<file path="src/rtl/conv_pkg.sv">
// Shared types and sizing helpers for the convolution MAC sequencer.
package conv_pkg;

    typedef enum logic [1:0] {
        COLLECT = 2'd0,
        DRAIN   = 2'd1,
        HOLD    = 2'd2
    } state_t;

    localparam int WINDOW_CNT_W  = 16;

    localparam int DEF_WORD_WIDTH = 8;
    localparam int DEF_NUM_TERMS  = 72;
    localparam int DEF_PIPE_LAT   = 8;

    localparam int TERM_CNT_W = $clog2(DEF_NUM_TERMS);
    localparam int LAT_CNT_W  = $clog2(DEF_PIPE_LAT + 1);

    // Counter width that never collapses to zero bits for tiny ranges.
    function automatic int cnt_width(input int range);
        return (range < 2) ? 1 : $clog2(range);
    endfunction

endpackage

</file>
<file path="src/rtl/term_window_sreg.sv">
// Word-wide shift register holding one window of terms; new words enter at
// the top and older words move toward word 0.
module term_window_sreg #(
    parameter int WIDTH = 8,
    parameter int DEPTH = 72
) (
    input  logic                     clk,
    input  logic                     rst_n,
    input  logic                     en,
    input  logic [WIDTH-1:0]         din,
    output logic [DEPTH*WIDTH-1:0]   window
);

    // Shift one word toward word 0 on each enable, inserting din at the top.
    always_ff @(posedge clk or negedge rst_n) begin
        if (!rst_n) begin
            window <= '0;
        end else if (en) begin
            window <= {din, window[DEPTH*WIDTH-1:WIDTH]};
        end
    end

endmodule

</file>
<file path="src/rtl/conv_mac_sequencer.sv">
// Frames (activation, weight) pairs into full convolution windows, holds the
// term buses while the multiply/tree-add pipeline drains, then presents the
// captured sum on a back-pressured result port.
module conv_mac_sequencer
    import conv_pkg::*;
#(
    parameter int WORD_WIDTH = DEF_WORD_WIDTH,
    parameter int NUM_TERMS  = DEF_NUM_TERMS,
    parameter int PIPE_LAT   = DEF_PIPE_LAT
) (
    input  logic                            i_clk,
    input  logic                            i_rst_n,
    input  logic                            i_valid,
    input  logic [WORD_WIDTH-1:0]           i_a,
    input  logic [WORD_WIDTH-1:0]           i_b,
    output logic                            o_ready,
    input  logic                            i_abort,
    output logic [NUM_TERMS*WORD_WIDTH-1:0] o_terms_a,
    output logic [NUM_TERMS*WORD_WIDTH-1:0] o_terms_b,
    input  logic [WORD_WIDTH-1:0]           i_sum,
    output logic [WORD_WIDTH-1:0]           o_result,
    output logic                            o_result_valid,
    input  logic                            i_result_ready,
    output logic                            o_busy,
    output logic [WINDOW_CNT_W-1:0]         o_window_count
);

    localparam int CNT_W = cnt_width(NUM_TERMS);
    localparam int LAT_W = cnt_width(PIPE_LAT + 1);

    localparam logic [CNT_W-1:0] LAST_TERM = CNT_W'(NUM_TERMS - 1);
    localparam logic [LAT_W-1:0] LAT_LOAD  = LAT_W'(PIPE_LAT - 1);

    state_t            state;
    state_t            next_state;
    logic [CNT_W-1:0]  term_count;
    logic [LAT_W-1:0]  lat_count;

    logic              shift_en;
    logic              last_accept;
    logic              capture;
    logic              handshake;

    // State register.
    always_ff @(posedge i_clk or negedge i_rst_n) begin
        if (!i_rst_n) begin
            state <= COLLECT;
        end else begin
            state <= next_state;
        end
    end

    // Next-state decode; a flush overrides every other transition.
    always_comb begin
        next_state = state;
        if (i_abort) begin
            next_state = COLLECT;
        end else begin
            case (state)
                COLLECT: if (last_accept) next_state = DRAIN;
                DRAIN:   if (capture)     next_state = HOLD;
                HOLD:    if (handshake)   next_state = COLLECT;
                default:                  next_state = COLLECT;
            endcase
        end
    end

    // Output decode: ready/busy and the qualified strobes used by the counters.
    always_comb begin
        o_ready     = (state == COLLECT);
        o_busy      = (state != COLLECT);
        shift_en    = (state == COLLECT) && i_valid && !i_abort;
        last_accept = shift_en && (term_count == LAST_TERM);
        capture     = (state == DRAIN) && (lat_count == '0) && !i_abort;
        handshake   = (state == HOLD) && o_result_valid && i_result_ready && !i_abort;
    end

    // Term count and pipeline latency counters; flush clears both.
    always_ff @(posedge i_clk or negedge i_rst_n) begin
        if (!i_rst_n) begin
            term_count <= '0;
            lat_count  <= '0;
        end else if (i_abort) begin
            term_count <= '0;
            lat_count  <= '0;
        end else if (last_accept) begin
            term_count <= '0;
            lat_count  <= LAT_LOAD;
        end else if (shift_en) begin
            term_count <= term_count + CNT_W'(1);
        end else if ((state == DRAIN) && (lat_count != '0)) begin
            lat_count  <= lat_count - LAT_W'(1);
        end
    end

    // Result capture, result handshake and completed-window counting.
    always_ff @(posedge i_clk or negedge i_rst_n) begin
        if (!i_rst_n) begin
            o_result       <= '0;
            o_result_valid <= 1'b0;
            o_window_count <= '0;
        end else if (i_abort) begin
            o_result_valid <= 1'b0;
        end else if (capture) begin
            o_result       <= i_sum;
            o_result_valid <= 1'b1;
        end else if (handshake) begin
            o_result_valid <= 1'b0;
            o_window_count <= o_window_count + WINDOW_CNT_W'(1);
        end
    end

    term_window_sreg #(
        .WIDTH (WORD_WIDTH),
        .DEPTH (NUM_TERMS)
    ) u_sreg_a (
        .clk    (i_clk),
        .rst_n  (i_rst_n),
        .en     (shift_en),
        .din    (i_a),
        .window (o_terms_a)
    );

    term_window_sreg #(
        .WIDTH (WORD_WIDTH),
        .DEPTH (NUM_TERMS)
    ) u_sreg_b (
        .clk    (i_clk),
        .rst_n  (i_rst_n),
        .en     (shift_en),
        .din    (i_b),
        .window (o_terms_b)
    );

endmodule

</file>
<file path="config.mk">
export PLATFORM = sky130hd
export DESIGN_NAME = conv_mac_sequencer
export DESIGN_NICKNAME = d
export VERILOG_FILES = /design/src/rtl/conv_pkg.sv /design/src/rtl/term_window_sreg.sv /design/src/rtl/conv_mac_sequencer.sv
export SDC_FILE = /design/constraint.sdc
export NUM_CORES = 2
export LEC_CHECK = 0
export BUFFER_PORTS_ARGS = -buffer_cell sky130_fd_sc_hd__buf_2
export CAP_MARGIN = 20
export CORE_AREA = 2 2 467 469
export CTS_BUF_LIST = sky130_fd_sc_hd__clkbuf_4
export DETAILED_ROUTE_END_ITERATION = 16
export DIE_AREA = 0 0 469 471
export GPL_TIMING_DRIVEN = 0
export PLACE_DENSITY = 0.36
export SLEW_MARGIN = 0
export SYNTH_ARGS = -nofsm -noshare
export SYNTH_HDL_FRONTEND = slang
export SYNTH_SLANG_ARGS = --single-unit
</file>
<file path="constraint.sdc">
create_clock -name i_clk -period 1.97 [get_ports i_clk]
set_clock_uncertainty 0.1 [all_clocks]
set_input_delay 0.394 -clock i_clk [delete_from_list [all_inputs] [get_ports i_clk]]
set_output_delay 0.394 -clock i_clk [all_outputs]
set_load 0.1 [all_outputs]
</file>
Yosys cells after proc, flatten, opt, wreduce, memory -nomap -nowiden:

Cells that the tools add are included.

* word-level logic and storage cells: 56
* register bits after elaboration: 1190
* bits of input ports: 29
* output and inout bits: 1179

* equal/unequal tests: 7
* add/subtract/negate cells: 3
* mux-type cells: 15
* reductions and logical operators: 21
* bitwise gates (word level): 2

Operators with widths (count)
* 7-bit two-way mux: 3
* 16-bit by 1-bit adder with 16-bit output, second input constant: 1
* 4-bit two-way mux: 4
* 1-bit logical AND: 9
* 3-bit nonzero test: 3
* 2-bit two-way mux: 4
* 7-bit by 1-bit adder with 7-bit output, second input constant: 1
* 7-bit == test, second input constant: 1
* 3-bit inequality test, second input constant: 2
* 2-bit one-hot mux with 3 select lines: 1
* 3-bit AND reduction: 2
* 4-bit logical NOT: 1
* 2-bit AND reduction: 2
* 4-bit nonzero test: 1
* 4-bit by 1-bit subtractor with 4-bit output, second input constant: 1
* 1-bit two-way mux: 3
* 3-bit by 1-bit inequality test with 1-bit output, second input constant: 1
* 3-bit by 2-bit inequality test with 1-bit output, second input constant: 1
* 2-bit by 1-bit == test with 1-bit output, second input constant: 1
* 2-bit == test, second input constant: 1
* 2-bit logical NOT: 1
* 1-bit inverter: 2
* 2-bit nonzero test: 1
* 1-bit logical NOT: 1

Longest topological paths before layout:

* depth in word-level cells: 7
* depth in mapped cells: 8
* gate-level depth less buffers: 6

Modules after synthesis:

From an unflattened synthesis, not the netlist that was laid out.

* cells, all modules: 2595
* area, all modules: 45142.0 um2

Modules (own cells, without submodules)
* term_window_sreg: seq. area each 14413.8 um2, cells an instance 1216, area an instance 21627.0 um2, instances 2
* conv_mac_sequencer: seq. area each 950.9 um2, cells an instance 163, area an instance 1888.1 um2, instances 1

Worst setup path before layout:

OpenSTA, ideal clock, no wires.

* kind: register -> output
* from: register state[0]
* to: output o_busy
* slack: -1.174 ns
* data required time: 1.476 ns
* buffers on the path: 0
* data arrival time: 2.650 ns
* cell stages (with the launch flop): 3
* cells stage by stage: dfrtp_1 nor2_1 inv_1

* word-level cells in the longest chain between the ends: 1

Ends and longest elaborated chain
* start, declared: RTL line conv_mac_sequencer.sv:34 `state_t state;`
* start signal, assigned: RTL line conv_mac_sequencer.sv:49 `state <= next_state;`
* 2-bit nonzero test: RTL line conv_mac_sequencer.sv:71 `o_busy = (state != COLLECT);`
* end, declared: RTL line conv_mac_sequencer.sv:24 `output logic o_busy,`

No other way between the ends.

Worst setup path after layout:

Same ends and word-level chain as after synthesis.

==> results.md <==
- Maxcap violations: 0
- Shortest period the worst path allows: 2.62 ns
- DRC Markers: 0
- Fraction of layout cells with a size suffix above 1: 37.7%
- Post-synthesis sequential element count: 1,190
- Post-DP HPWL: 157 mm
- EDFF count, synth: 0
- Avg Vias per Cell: 4.07
- Vias in the first global route: 40,700
- Post-synth top cells: nand2_1, dfrtp_1, buf_4, clkbuf_1, buf_2
- Initial antenna violation count: 7
- Routed vias: 41,300
- Starting Density: 20.9%
- Ports: 1,208
- FFs w/ async S/R, synth: 100%
- Initial DRC count: 2,364
- Finished layout cell area: 0.0762 mm²
- Post-Syn Nets: 5,054
- Yosys top cell area share: 65.9%
- Yosys top cell by area: dfrtp_1
- FP Rows: 171
- Grt ovf: 0
- Register share of total power: 40.5%
- Final Hold Viols: 575
- Max Freq: 0.382 GHz
- Family with the most delay on the worst path: flip-flops
- Final period util: 133%
- Register Area: 0.0303 mm²
- Max Slew Vio Count: 0
- Largest net degree at the start of global routing: 149
- Pre-CTS setup slack: -1.50 ns
- Internal power: 42.7 mW
- Most frequent cell after synthesis: nand2_1
- Routability Congestion: 0.875
- Crit start category: flip-flop
- Die width: 469 µm
- Fillcell total: 22,400
- Antenna Nets Post-Route: 0
- Hold Crit Class: input pin to asynchronous set/reset pin
- Critical path cell sequence: nor2_4 -> inv_1 -> buf_6
- Final core occ: 35.3%
- Run status: finished, violations left
- Finished Layout Cells: 10,100
- Cell count after synthesis: 5,021
- Total clock sinks: 1,190
- Crit path largest cell delay: 0.46 ns
- All-Layer GR Usage: 18.2%
- Gate power share: 23.3%
- Max FO, Critical Path: 3
- Arr. time, crit path: 2.12 ns
- Die area: 0.221 mm²
- Avg Cell Area, Syn: 8.99 µm²
- Area growth, synth to finish: 68.7%
- Worst Path Buf+Inv: 2
- Yosys cell types: 33
- # port buffers: 1,206
- CTS Buf Count: 377
- Most used DFF post-synth: dfrtp_1
- Clock buffer depth: 4
- Setup TNS: -880.77 ns
- LEAKAGE: 40.4 nW
- Pwr dens: 877 mW/mm²
- TritonRoute pass-1 iters: 7
- Worst skew pair latency: 1.35 ns
- Synthesized cell area: 0.0452 mm²
- Placed cell count: 9,090
- Hold WS: -1.18 ns
- CTS tree: done
- Crit Path Category: flip-flop to output port
- Register area share after synthesis: 65.9%
- Nets@finish: 7,106
- Final wirelength: 211 mm
- Top post-synthesis cells by area: dfrtp_1, nand2_1, buf_4
- Tightest Pin Transition: 0.936 ns
- Unrepaired setup endpoints after global routing: true
- Drt wl/cell: 20.8 µm
- R2R Path Start: state[1]
- Clk pwr share: 36.2%
- Worst Setup End Kind: output port
- Worst EP required: 1.48 ns
- Post-layout worst setup margin: -0.646 ns
- Crit path launch: state[0]
- Clock root cell: clkbuf_4
- Slew Limit Headroom: 37.6%
- Net Sw Frac: 36.1%
- Core area: 0.216 mm²
- Sw power: 24.1 mW
- First-pass GRT wire length: 295 mm
- Endpoints failing setup: 2,349
- Area of the multi-input gates: 0.0138 mm²
- Clock transition at path regs: 0.06 ns
- Die height: 471 µm
- Maximum vdd drop: 0.771 mV
- H-tree depth: 5
- Area after DPL: 0.0550 mm²
- Warnings, synthesis: 0
- Failing checks: negative hold slack, negative setup slack
- CP max stage cell: dfrtp_2
- Tot Pwr: 66.8 mW
[cells by family (layout without fill, tap and decap cells)]
logic type               count (synthesis)  in the layout  synth area share [%]
XOR/XNOR                                20             20                 0.388
adder cells (fa/ha/maj)                  4              4                 0.111
flip-flops                            1190           1190                  65.9
buffers and inverters                  264           2533                  3.52
AND/OR/NAND/NOR                       3521           3521                  29.6
other                                    0              5                     0
multiplexers                            11             11                 0.338
AO/OA/AOI/OAI                           11             11                 0.127
[final cells by class]
class                   count  share of cell area [%]
flip-flops and latches   1190                    39.8
repair buffers           1673                    29.4
multi-input cells        3567                    18.1
clock buffers             522                    5.14
well taps                2854                    4.69
plain buffers             259                    2.31
clock inverters            74                   0.563
inverters                   5                  0.0246
diodes                      5                  0.0164
[layer usage]
layer / part of all wire [%] / global-route usage [%] / routed length, µm / vias up
met5: 0.013 / 0 / 27 / -
met4: 3.6 / 6.84 / 7510 / 4
met3: 9.3 / 7.40 / 19500 / 344
met2: 48 / 29.8 / 101000 / 1368
met1: 39 / 21.3 / 82200 / 20100
li1: - / - / - / 19500
[flip-flops by register name, indices dropped and copies added, names as in the netlist]
name,cells
lat_count,4
o_result,8
o_result_valid,1
o_window_count,16
state,2
term_count,7
u_sreg_a.window,576
u_sreg_b.window,576
[worst paths after layout]
check / end / slack [ns] / cells past startpoint
min in group i_clk: u_sreg_b.window[568] / 0.30 / 5
hold / removal: o_window_count[10] / -1.18 / 1
setup / recovery: o_busy / -0.65 / 3
setup reg to reg: u_sreg_a.window[162] / -0.46 / 8
max in group asynchronous: u_sreg_a.window[314] / 0.35 / 4
hold reg to reg: u_sreg_a.window[318] / 0.32 / 2
[layout by cell type (no fill, tap or decap), types with 2 or more instances in the layout]
cell type,count
a21oi_1,6
buf_16,12
nand3_1,10
xnor2_1,14
nor3_1,4
ha_1,4
xor2_1,6
clkinv_1,55
inv_1,4
buf_4,893
dfrtp_1,779
or3b_4,2
o21ai_0,4
buf_1,2
buf_2,64
mux2_2,2
mux2_4,8
dlygate4sd3_1,68
buf_6,33
or3_1,2
clkbuf_1,86
nand2_1,3472
clkinvlp_4,2
bufinv_16,5
inv_2,6
dfrtp_2,411
and3_1,4
clkbuf_4,523
nor2_1,6
clkbuf_2,6
clkbuf_8,2
diode_2,5
buf_12,755
nand4_1,7
nor2_4,2
buf_8,6
bufbuf_16,3
and2_1,2
clkinv_2,6
nand2b_1,3
[power by group through the flow]
stage | clock (mW) | combinational, mW | sequential [mW]
2_1_floorplan | 0 | 1.61 | 34.4
3_3_place_gp | 0 | 12.3 | 27.0
3_5_place_dp | 0 | 12.4 | 27.0
4_1_cts | 25.3 | 13.2 | 26.7
5_1_grt | 26.7 | 16.2 | 27.2
6_report | 24.2 | 15.6 | 27.0
[what timing repair did]
action / 4_1_cts / 5_1_grt
pin swaps: 1 / 0
endpoints found under the setup margin: 2351 / 2883
hold endpoints to repair: 1834 / 653
cloned: 4 / 0
buffers inserted: 8 / 378
hold buffers: 66 / 3
gates resized for setup: 1121 / 3085
(Power assumes the default switching activity.)
